File: config.mk
export PLATFORM = sky130hd
export DESIGN_NAME = cacheline_burst_adapter_flat
export DESIGN_NICKNAME = d
export VERILOG_FILES = /design/src/rtl/cacheline_burst_adapter_pkg.sv /design/src/rtl/cacheline_burst_adapter_if.sv /design/src/rtl/cacheline_burst_adapter_line_beat_buffer.sv /design/src/rtl/cacheline_burst_adapter.sv /design/src/flat_wrapper.sv
export SDC_FILE = /design/constraint.sdc
export NUM_CORES = 1
export LEC_CHECK = 0
export ABC_CLOCK_PERIOD_IN_PS = 9950
export CORE_MARGIN = 4
export CORE_UTILIZATION = 30
export CTS_CLUSTER_SIZE = 28
export DETAILED_ROUTE_END_ITERATION = 6
export REMOVE_ABC_BUFFERS = 1
export SLEW_MARGIN = 25
export SYNTH_ARGS = -nofsm -noshare
export SYNTH_HDL_FRONTEND = slang
export SYNTH_HIERARCHICAL = 1
export SYNTH_SLANG_ARGS = --single-unit
File: constraint.sdc
create_clock -name clk -period 9.95 [get_ports clk]
set_clock_uncertainty 0.05 [all_clocks]
set_input_delay 0.995 -clock clk [delete_from_list [all_inputs] [get_ports clk]]
set_output_delay 0.995 -clock clk [all_outputs]
set_load 0.01 [all_outputs]
File: src/rtl/cacheline_burst_adapter_pkg.sv
// -----------------------------------------------------------------------------
// cacheline_burst_adapter_pkg
//   Shared geometry and state encoding for the cache-line <-> memory-burst
//   adapter. A cache line is s_line bits (2**s_offset bytes). Main memory moves
//   it as num_beats beats of s_burst bits each.
// -----------------------------------------------------------------------------
package cacheline_burst_adapter_pkg;

  localparam int s_offset  = 5;                   // line offset bits
  localparam int s_line    = 256;                 // line width in bits
  localparam int s_burst   = 64;                  // burst beat width in bits
  localparam int num_beats = s_line / s_burst;    // beats per line
  localparam int cnt_w     = $clog2(num_beats);   // beat counter width

  typedef enum logic [1:0] {
    IDLE,
    READ,
    WRITE,
    DONE
  } state_e;

  typedef logic [cnt_w-1:0] beat_cnt_t;

  // Clear the byte-within-line bits so the burst starts on a line boundary.
  function automatic logic [31:0] line_align(input logic [31:0] addr);
    return addr & ~((32'd1 << s_offset) - 32'd1);
  endfunction

endpackage

File: src/rtl/cacheline_burst_adapter_if.sv
// -----------------------------------------------------------------------------
// cacheline_burst_adapter_if
//   Bundles the two buses the adapter sits between:
//     pmem_*  : line-wide port from the data cache (one request, one resp pulse)
//     burst_* : beat-wide port toward memory / arbiter (one resp per beat)
//   Modports:
//     slave  : the adapter's view (responder to the cache, drives the bursts)
//     master : the environment's view (cache requester plus memory responder)
// -----------------------------------------------------------------------------
interface cacheline_burst_adapter_if;
  import cacheline_burst_adapter_pkg::*;

  // cache side
  logic              pmem_read;
  logic              pmem_write;
  logic [31:0]       pmem_address;
  logic [s_line-1:0] pmem_wdata;
  logic [s_line-1:0] pmem_rdata;
  logic              pmem_resp;

  // memory side
  logic               burst_read;
  logic               burst_write;
  logic [31:0]        burst_address;
  logic [s_burst-1:0] burst_wdata;
  logic [s_burst-1:0] burst_rdata;
  logic               burst_resp;

  modport slave (
    input  pmem_read, pmem_write, pmem_address, pmem_wdata,
    output pmem_rdata, pmem_resp,
    output burst_read, burst_write, burst_address, burst_wdata,
    input  burst_rdata, burst_resp
  );

  modport master (
    output pmem_read, pmem_write, pmem_address, pmem_wdata,
    input  pmem_rdata, pmem_resp,
    input  burst_read, burst_write, burst_address, burst_wdata,
    output burst_rdata, burst_resp
  );

endinterface

File: src/rtl/cacheline_burst_adapter_line_beat_buffer.sv
// -----------------------------------------------------------------------------
// cacheline_burst_adapter_line_beat_buffer
//   Line buffer plus beat counter, reusable by any line<->burst adapter.
//   Ports:
//     clk, rst     : clock, synchronous active-high reset (counter only)
//     i_clear      : start of a new burst; counter returns to 0
//     i_load       : with i_clear, load i_line into the buffer (write-back)
//     i_line       : line to load
//     i_beat       : a beat was accepted/delivered this cycle; advance counter
//     i_capture    : store i_rdata into the slot addressed by the counter
//     i_rdata      : incoming read beat
//     o_last       : counter is on the final beat
//     o_merged     : buffer with the current slot replaced by i_rdata, so the
//                    completed line is available on the final beat's edge
//     o_next_beat  : buffer slot following the current one (next write beat)
// -----------------------------------------------------------------------------
module cacheline_burst_adapter_line_beat_buffer
  import cacheline_burst_adapter_pkg::*;
(
  input  logic               clk,
  input  logic               rst,
  input  logic               i_clear,
  input  logic               i_load,
  input  logic [s_line-1:0]  i_line,
  input  logic               i_beat,
  input  logic               i_capture,
  input  logic [s_burst-1:0] i_rdata,
  output logic               o_last,
  output logic [s_line-1:0]  o_merged,
  output logic [s_burst-1:0] o_next_beat
);

  beat_cnt_t         r_cnt;
  beat_cnt_t         w_next_cnt;
  logic [s_line-1:0] r_line;

  assign o_last     = (r_cnt == beat_cnt_t'(num_beats - 1));
  // Wraps to slot 0 on the last beat; that value is never used because the
  // burst ends there.
  assign w_next_cnt = r_cnt + beat_cnt_t'(1);

  // The counter holds on the final beat rather than wrapping; the next accept
  // clears it.
  always_ff @(posedge clk) begin
    if (rst) begin
      r_cnt <= '0;
    end else if (i_clear) begin
      r_cnt <= '0;
    end else if (i_beat && !o_last) begin
      r_cnt <= w_next_cnt;
    end
  end

  // NOTE: the line buffer is pure datapath storage and is deliberately left
  // out of reset; its contents are always rewritten before they are used.
  always_ff @(posedge clk) begin
    if (i_clear && i_load) begin
      r_line <= i_line;
    end else if (i_capture) begin
      r_line[int'(r_cnt)*s_burst +: s_burst] <= i_rdata;
    end
  end

  // NOTE: assign the whole vector first, then patch one slot; every bit gets a
  // value on every path, so no latch is inferred.
  always_comb begin
    o_merged = r_line;
    o_merged[int'(r_cnt)*s_burst +: s_burst] = i_rdata;
  end

  assign o_next_beat = r_line[int'(w_next_cnt)*s_burst +: s_burst];

endmodule

File: src/rtl/cacheline_burst_adapter.sv
// -----------------------------------------------------------------------------
// cacheline_burst_adapter
//   Turns one 256-bit cache-line read or write from the data cache into a
//   4-beat, 64-bit burst toward memory, and returns a one-cycle pmem_resp
//   pulse when the line is done. All bus outputs are registered.
//   Ports:
//     clk  : clock
//     rst  : synchronous active-high reset; aborts any burst in progress
//     bus  : cacheline_burst_adapter_if.slave (pmem_* from the cache,
//            burst_* toward memory)
// -----------------------------------------------------------------------------
module cacheline_burst_adapter
  import cacheline_burst_adapter_pkg::*;
(
  input  logic                    clk,
  input  logic                    rst,
  cacheline_burst_adapter_if.slave bus
);

  state_e             r_state;
  logic               r_pmem_resp;
  logic [s_line-1:0]  r_pmem_rdata;
  logic               r_burst_read;
  logic               r_burst_write;
  logic [31:0]        r_burst_address;
  logic [s_burst-1:0] r_burst_wdata;

  logic               w_accept;
  logic               w_load;
  logic               w_beat;
  logic               w_capture;
  logic               w_last;
  logic [s_line-1:0]  w_merged;
  logic [s_burst-1:0] w_next_beat;

  // burst_resp only counts while a burst is active; strays in IDLE/DONE are
  // ignored.
  assign w_accept  = (r_state == IDLE) && (bus.pmem_read || bus.pmem_write);
  assign w_load    = (r_state == IDLE) && bus.pmem_write;
  assign w_beat    = ((r_state == READ) || (r_state == WRITE)) && bus.burst_resp;
  assign w_capture = (r_state == READ) && bus.burst_resp;

  cacheline_burst_adapter_line_beat_buffer u_line_buf (
    .clk        (clk),
    .rst        (rst),
    .i_clear    (w_accept),
    .i_load     (w_load),
    .i_line     (bus.pmem_wdata),
    .i_beat     (w_beat),
    .i_capture  (w_capture),
    .i_rdata    (bus.burst_rdata),
    .o_last     (w_last),
    .o_merged   (w_merged),
    .o_next_beat(w_next_beat)
  );

  // NOTE: all state here is updated with non-blocking assignments so every
  // branch sees the pre-edge values of the other registers.
  always_ff @(posedge clk) begin
    if (rst) begin
      r_state         <= IDLE;
      r_pmem_resp     <= 1'b0;
      r_pmem_rdata    <= '0;
      r_burst_read    <= 1'b0;
      r_burst_write   <= 1'b0;
      r_burst_address <= '0;
      r_burst_wdata   <= '0;
    end else begin
      case (r_state)
        IDLE: begin
          r_pmem_resp <= 1'b0;
          // Write wins when both requests are raised together.
          if (bus.pmem_write) begin
            r_state         <= WRITE;
            r_burst_write   <= 1'b1;
            r_burst_address <= line_align(bus.pmem_address);
            r_burst_wdata   <= bus.pmem_wdata[s_burst-1:0];
          end else if (bus.pmem_read) begin
            r_state         <= READ;
            r_burst_read    <= 1'b1;
            r_burst_address <= line_align(bus.pmem_address);
          end
        end

        READ: begin
          if (bus.burst_resp && w_last) begin
            r_state      <= DONE;
            r_burst_read <= 1'b0;
            r_pmem_rdata <= w_merged;
            r_pmem_resp  <= 1'b1;
          end
        end

        WRITE: begin
          if (bus.burst_resp) begin
            if (w_last) begin
              r_state       <= DONE;
              r_burst_write <= 1'b0;
              r_pmem_resp   <= 1'b1;
            end else begin
              r_burst_wdata <= w_next_beat;
            end
          end
        end

        DONE: begin
          // The cache drops its request on this edge; IDLE only samples from
          // the following edge, so the same request is never accepted twice.
          r_pmem_resp <= 1'b0;
          r_state     <= IDLE;
        end

        default: r_state <= IDLE;
      endcase
    end
  end

  assign bus.pmem_resp     = r_pmem_resp;
  assign bus.pmem_rdata    = r_pmem_rdata;
  assign bus.burst_read    = r_burst_read;
  assign bus.burst_write   = r_burst_write;
  assign bus.burst_address = r_burst_address;
  assign bus.burst_wdata   = r_burst_wdata;

endmodule

File: src/flat_wrapper.sv
// flat-port wrapper written by rule: the top's interface ports become plain ports
module cacheline_burst_adapter_flat import cacheline_burst_adapter_pkg::*;
  (clk, rst, bus_pmem_read, bus_pmem_write, bus_pmem_address, bus_pmem_wdata, bus_pmem_rdata, bus_pmem_resp, bus_burst_read, bus_burst_write, bus_burst_address, bus_burst_wdata, bus_burst_rdata, bus_burst_resp);
  cacheline_burst_adapter_if bus_i ();
  input  logic clk;
  input  logic rst;
  input wire logic [$bits(bus_i.pmem_read)-1:0] bus_pmem_read;
  input wire logic [$bits(bus_i.pmem_write)-1:0] bus_pmem_write;
  input wire logic [$bits(bus_i.pmem_address)-1:0] bus_pmem_address;
  input wire logic [$bits(bus_i.pmem_wdata)-1:0] bus_pmem_wdata;
  output wire logic [$bits(bus_i.pmem_rdata)-1:0] bus_pmem_rdata;
  output wire logic [$bits(bus_i.pmem_resp)-1:0] bus_pmem_resp;
  output wire logic [$bits(bus_i.burst_read)-1:0] bus_burst_read;
  output wire logic [$bits(bus_i.burst_write)-1:0] bus_burst_write;
  output wire logic [$bits(bus_i.burst_address)-1:0] bus_burst_address;
  output wire logic [$bits(bus_i.burst_wdata)-1:0] bus_burst_wdata;
  input wire logic [$bits(bus_i.burst_rdata)-1:0] bus_burst_rdata;
  input wire logic [$bits(bus_i.burst_resp)-1:0] bus_burst_resp;
  assign bus_i.pmem_read = bus_pmem_read;
  assign bus_i.pmem_write = bus_pmem_write;
  assign bus_i.pmem_address = bus_pmem_address;
  assign bus_i.pmem_wdata = bus_pmem_wdata;
  assign bus_pmem_rdata = bus_i.pmem_rdata;
  assign bus_pmem_resp = bus_i.pmem_resp;
  assign bus_burst_read = bus_i.burst_read;
  assign bus_burst_write = bus_i.burst_write;
  assign bus_burst_address = bus_i.burst_address;
  assign bus_burst_wdata = bus_i.burst_wdata;
  assign bus_i.burst_rdata = bus_burst_rdata;
  assign bus_i.burst_resp = bus_burst_resp;
  cacheline_burst_adapter u_core (.clk(clk), .rst(rst), .bus(bus_i));
endmodule
# Yosys cells after proc, flatten, opt, wreduce, memory -nomap -nowiden
# Index checks and enable logic that the tools add are counted.
op_classes:
  addsub: 2
  muxes: 27
  reduce_logical: 24
  shifts: 3
  n_eq_ne: 12
ops:
  columns: ["op", "n"]
  rows:
  - ["256-bit two-way mux", 2]
  - ["256-bit bitwise mux", 1]
  - ["64-bit by 33-bit variable shift with 256-bit output, first input constant", 1]
  - ["256-bit by 9-bit variable part select with 64-bit output", 1]
  - ["64-bit by 33-bit variable part select with 256-bit output", 1]
  - ["64-bit two-way mux", 3]
  - ["64-bit one-hot mux with 2 select lines", 1]
  - ["32-bit two-way mux", 2]
  - ["8-bit negator with 33-bit output", 1]
  - ["4-bit AND reduction", 4]
  - ["2-bit != test, second input constant", 7]
  - ["2-bit two-way mux", 5]
  - ["1-bit two-way mux", 9]
  - ["2-bit one-hot mux with 4 select lines", 1]
  - ["2-bit nonzero test", 4]
  - ["1-bit logical AND", 7]
  - ["2-bit equality test, second input constant", 3]
  - ["1-bit one-hot mux with 2 select lines", 2]
  - ["2-bit AND reduction", 2]
  - ["2-bit OR reduction", 2]
  - ["3-bit != test, second input constant", 1]
  - ["1-bit one-hot mux with 3 select lines", 1]
  - ["3-bit AND reduction", 1]
  - ["2-bit by 1-bit adder with 2-bit output, second input constant", 1]
  - ["other kinds (4)", 5]
word_totals:
  ff_bits: 615
  wordCells: 77
  output_inout_bits: 355
  inputBits: 357

# Logic depth before layout (Yosys ltp)
logic_depth:
  ltp_word: 5
  ltp_mapped: 13
  mapped_depth_nobuf: 7

# By module
# The synthesis kept the hierarchy.
by_module_without_submodules:
  columns: ["mod", "instances", "seq_area_each_um2", "cells_each", "area_each_um2"]
  rows:
  - ["cacheline_burst_adapter_line_beat_buffer", 1, 7727.4, 1711, 16061.7]
  - ["cacheline_burst_adapter", 1, 7046.8, 1640, 13334.0]

# Worst setup path after synthesis
# OpenSTA, ideal clock, no wires.
synth_timing:
  path_kind: "in2reg"
  start: "input bus_pmem_write"
  end: "register u_core.u_line_buf.r_line[0], enable pin"
  slack_ns: 1.568
  path_buffers: 3
  setup_ns: 0.662
  cell_stages: 7
  required_time_ns: 9.238
  t_arrival_ns: 7.670
  path_cell_list: "o21ai_2 inv_2 buf_2 nand2_1 buf_2 buf_2 nand2b_1"
synth_between:
  elab_chain_len: 4
  word_cells_on_any_way: 5
  classes_between: "reduce/logical (5)"
synth_lines:
  columns: ["element", "line", "source"]
  rows:
  - ["from (decl)", "flat_wrapper.sv:8", "input wire logic [$bits(bus_i.pmem_write)-1:0] bus_pmem_write;"]
  - ["1-bit logical OR", "cacheline_burst_adapter.sv:38", "assign w_accept = (r_state == IDLE) && (bus.pmem_read || bus.pmem_write);"]
  - ["1-bit logical AND", "cacheline_burst_adapter.sv:38", null]
  - ["net u_core.w_accept", "cacheline_burst_adapter.sv:28", "logic w_accept;"]
  - ["1-bit logical AND", "cacheline_burst_adapter_line_beat_buffer.sv:57", "if (i_clear && i_load) begin"]
  - ["2-bit nonzero test (no line)", null, null]
  - ["to (signal assigned)", "cacheline_burst_adapter_line_beat_buffer.sv:58", "r_line <= i_line;"]
  - ["to (signal, indexed assignment)", "cacheline_burst_adapter_line_beat_buffer.sv:60", "r_line[int'(r_cnt)*s_burst +: s_burst] <= i_rdata;"]
  - ["to (decl)", "cacheline_burst_adapter_line_beat_buffer.sv:35", "logic [s_line-1:0] r_line;"]
# The timed path passes the listed nets, and every way through them passes these cells.
# A chain may end at the register's enable or synchronous reset.

# Worst setup path in the final report
layout_timing:
  start: "input bus_pmem_write"
  end: "register u_core.u_line_buf.r_line[246], data pin"
layout_between:
  elab_chain_len: 4
  word_cells_on_any_way: 5
  classes_between: "mux (1); reduce/logical (4)"
layout_lines:
  columns: ["element", "line"]
  rows:
  - ["1-bit logical OR", "cacheline_burst_adapter.sv:38"]
  - ["1-bit logical AND", "cacheline_burst_adapter.sv:38"]
  - ["1-bit logical AND (*)", "cacheline_burst_adapter_line_beat_buffer.sv:57"]
  - ["256-bit two-way mux (*)", "cacheline_burst_adapter_line_beat_buffer.sv:57"]
# Every way passes the cells marked *; elsewhere a longest branch is shown, timed or not.

==> impl_metrics.csv <==
group,metric,value,unit
cts,cts_tree,"yes",
critical_path,crit_type,"primary input to register",
synth,synth.distinct_cells,52,
timing,hold_viol,0,
worst_hold_path,min_to,"u_core/bus.burst_address[19]$_SDFFE_PP0P_",
detailed_routing,drt_iter0_drc,2426,
floorplan,die_y,321.0,µm
synth,synth_area_per_cell,8.772,µm²
placed_design,io_buffer_count,701,
global_route,grt_max_degree,194,
synth,synthAdderAreaFrac,0.4682,%
critical_path,reg2reg_depth,9,
detailed_routing,drt-vias-per-instance,5.218,
critical_path,r2r_slack,5.26,ns
detailed_routing,wl,121.0,mm
synth,synth_xor_area_share,0.02979,%
timing,layout_setup_ws,4.780,ns
cts,root_buffer,"clkbuf_16",
cts,cts_sinks,610,
critical_path,required,10.23,ns
cts,clkLatencyLatePin,0.63,ns
timing,fin_crit_sh,51.96,%
critical_path,rr_endpoint,"u_core/bus.pmem_rdata[123]$_SDFFE_PP0P_",
critical_path,critical_path.endpoint_type,"register",
pwr,switching_share,35.93,%
global_route,grt_pass1_wl,174.8,mm
pwr,pwr-share-seq,36.8,%
synth,synth_simple_gate_area_share,19.99,%
layout,nNetsFinal,4259,
pwr,ir_drop,284.3,µV
global_route,grt_pass1_vias,26610,
detailed_routing,drc,5,
critical_path,r2r-start,"u_core/u_line_buf/r_cnt[0]$_SDFFE_PP0P_",
synth,synth_top_family_by_area,"simple AND/OR/NAND/NOR gates",
pwr,power_frac_clock,26.5,%
floorplan,core_area,0.09699,mm²
run_status,violations,"DRC",
detailed_routing,drtAntennaViolNets,0,
floorplan,die_w,321.0,µm
job,drv_cap,0,
synth,synthCells,3351,
synth,synth_edf_count,256,
worst_hold_path,min-delay-start,"u_core/bus.burst_address[19]$_SDFFE_PP0P_",
floorplan,io_pins,712,
global_route,grt.overflow.total,0,
floorplan,dieArea,0.1031,mm²
floorplan,rows,114,
synth,ys_ff_latch,610,
timing,grt_setup_unrepaired,"no",
synth,ys_seq_area_share,50.26,%
timing,layout_min_cycle_time,5.170,ns
cts,cts_setup_buffers,0,
synth,async_reset_ff_share,0,%
layout,finalNonFillerCells,5245,
layout,syn_to_final_growth,34.87,%
synth,synth_area_leaders,"edfxtp_1, dfxtp_1, nand2_1",
placed_design,gp_congestion,0.8170,
pwr,leakagePower,0.01416,µW
timing,maxSlewViolCount,0,
synth,synth_top_area_cell,"edfxtp_1",
pwr,pwr-share-comb,36.7,%
synth,netlist_area,0.02940,mm²
run_status,run_status,"complete, but fails checks",
placed_design,dp_hpwl,75.70,mm
detailed_routing,num_vias,27370,
timing,max_slew.worst_pin.slew,1.170,ns
synth,synth-compound-area-share,17.69,%
layout,drive_gt1_share,7.924,%
cts,h-tree-depth,3,
placed_design,placed_area,0.03712,mm²
cts,cts_buffer_depth,3,
critical_path,critPathArrivalTime,5.45,ns
detailed_routing,first_pass_iters,7,
worst_hold_path,hold_path.class,"register to register",
worst_hold_path,min_delay_path_depth,2,
global_route,grtUsageTotal,22.44,%
synth,synth-main-ff-cell,"dfxtp_1",
placed_design,place_ws,4.303,ns
critical_path,worstSetupStartpointType,"primary input",
synth,muxShareOfSynthArea,5.635,%
pwr,power.switching,3718,µW
synth,netlist.area_leader.share,26.15,%
cts,cts_hold_buffers,0,
pwr,finalPower,10350,µW
cts,cts.repair.resized,0,
critical_path,cp_max_fo,193,
timing,setup_viol,0,
pwr,power.density,261.0,mW/mm²
timing,fmax,0.1934,GHz
floorplan,start_util,30.31,%
placed_design,dpl.cell_count,5089,
timing,slew_headroom,22.02,%
cts,path_clk_slew,0.05,ns
detailed_routing,wl_per_cell,23.07,µm
layout,post-route-cell-area,0.03965,mm²
cts,cts_buffers,74,
pwr,p_int,6630,µW
global_route,antenna_found_initial,25,
synth,yosys_warnings,6,
[worst max path at each step]
stage / depth (start not counted) / start / end
after floorplan: 4 / bus_pmem_write / u_core/u_line_buf/r_line[0]$_DFFE_PP_
after global placement: 6 / bus_pmem_write / u_core/u_line_buf/r_line[101]$_DFFE_PP_
after detailed placement: 7 / bus_pmem_write / u_core/u_line_buf/r_line[246]$_DFFE_PP_
after CTS: 7 / bus_pmem_write / u_core/u_line_buf/r_line[246]$_DFFE_PP_
after global routing: 7 / bus_pmem_write / u_core/u_line_buf/r_line[246]$_DFFE_PP_
final: 7 / bus_pmem_write / u_core/u_line_buf/r_line[246]$_DFFE_PP_
[layout make-up]
| type | instances | area (µm²) |
|---|---|---|
| flip-flops and latches | 610 | 14780 |
| well taps | 1276 | 1597 |
| diodes | 19 | 47.55 |
| repair buffers | 740 | 7446 |
| multi-input cells | 2376 | 13020 |
| inverters | 89 | 336.6 |
| fillers | 9688 | 57350 |
| clock buffers | 120 | 2273 |
| clock inverters | 15 | 153.9 |
[logic make-up (layout without fill, tap and decap cells)]
family,after synthesis,count (layout)
other,1,24
xor gates and xnor gates,1,1
DFF,610,610
adders and majority gates,11,11
AOI/OAI and AO/OA,823,823
muxes,80,80
and+or+nand+nor,1456,1456
buffers and inverters,369,964
[flip-flops by register name (all words and copies together), names as in the netlist]
register	flops
u_core/r_state	2
u_core/u_line_buf/r_line	256
u_core/bus.burst_read	1
u_core/bus.burst_write	1
u_core/u_line_buf/r_cnt	2
u_core/bus.burst_wdata	64
u_core/bus.pmem_resp	1
u_core/bus.burst_address	27
u_core/bus.pmem_rdata	256
[synth_stat cells, drive strengths merged (2+ instances only)]
master  number
nand2      997
a21oi      428
dfxtp      354
nor2       309
edfxtp     256
a31oi      164
buf        147
clkbuf     133
inv         88
nor2b       69
o21ai       69
nand2b      67
a211oi      65
a41oi       64
mux4        64
a32o        15
a32oi       14
mux2        14
ha          11
and2         3
mux2i        2
nor3         2
[metal layers]
metal	vias up	GRT usage [%]	wire length, µm
met5	-	0	34
met4	6	9.664	4882
met3	250	6.550	11140
met2	1245	37.01	57180
met1	13190	27.40	47790
li1	12680	-	-
[through the flow]
step	util [%]	hold slack (ns)	setup TNS [ns]
final	40.88	0.4005	0
after CTS	40.77	0.4032	0
after global routing	40.87	0.4175	0
after detailed placement	38.27	0.3953	0
after floorplan	-	0.4245	-3889.57
after global placement	38.21	0.3917	0
[power by group through the flow]
stage | Sequential [µW] | Clock [µW] | Combinational, µW
2_1_floorplan | 3970 | 0 | 2380
3_5_place_dp | 3840 | 0 | 3770
3_3_place_gp | 3830 | 0 | 3710
4_1_cts | 3800 | 2800 | 3780
5_1_grt | 3870 | 2900 | 4120
6_report | 3810 | 2740 | 3790
[critical path: stages]
cell and delay [ns]:
clkdlybuf4s50_1 0.57, o21ai_4 0.68, inv_2 0.46, nand2_4 0.87, buf_12 0.54, buf_4 0.67, a31oi_1 0.21
[cells in the final DEF (no fill, tap or decap), drive strengths merged, types with 15 or more instances in the layout]
cell / count
a211oi: 65
a21oi: 428
a31oi: 164
a32o: 15
a41oi: 64
buf: 40
clkbuf: 120
clkdlybuf4s50: 700
dfxtp: 354
diode: 19
edfxtp: 256
inv: 89
mux4: 64
nand2: 997
nand2b: 67
nor2: 309
nor2b: 69
o21ai: 69
Note: power is estimated with default switching activity, not from simulation.
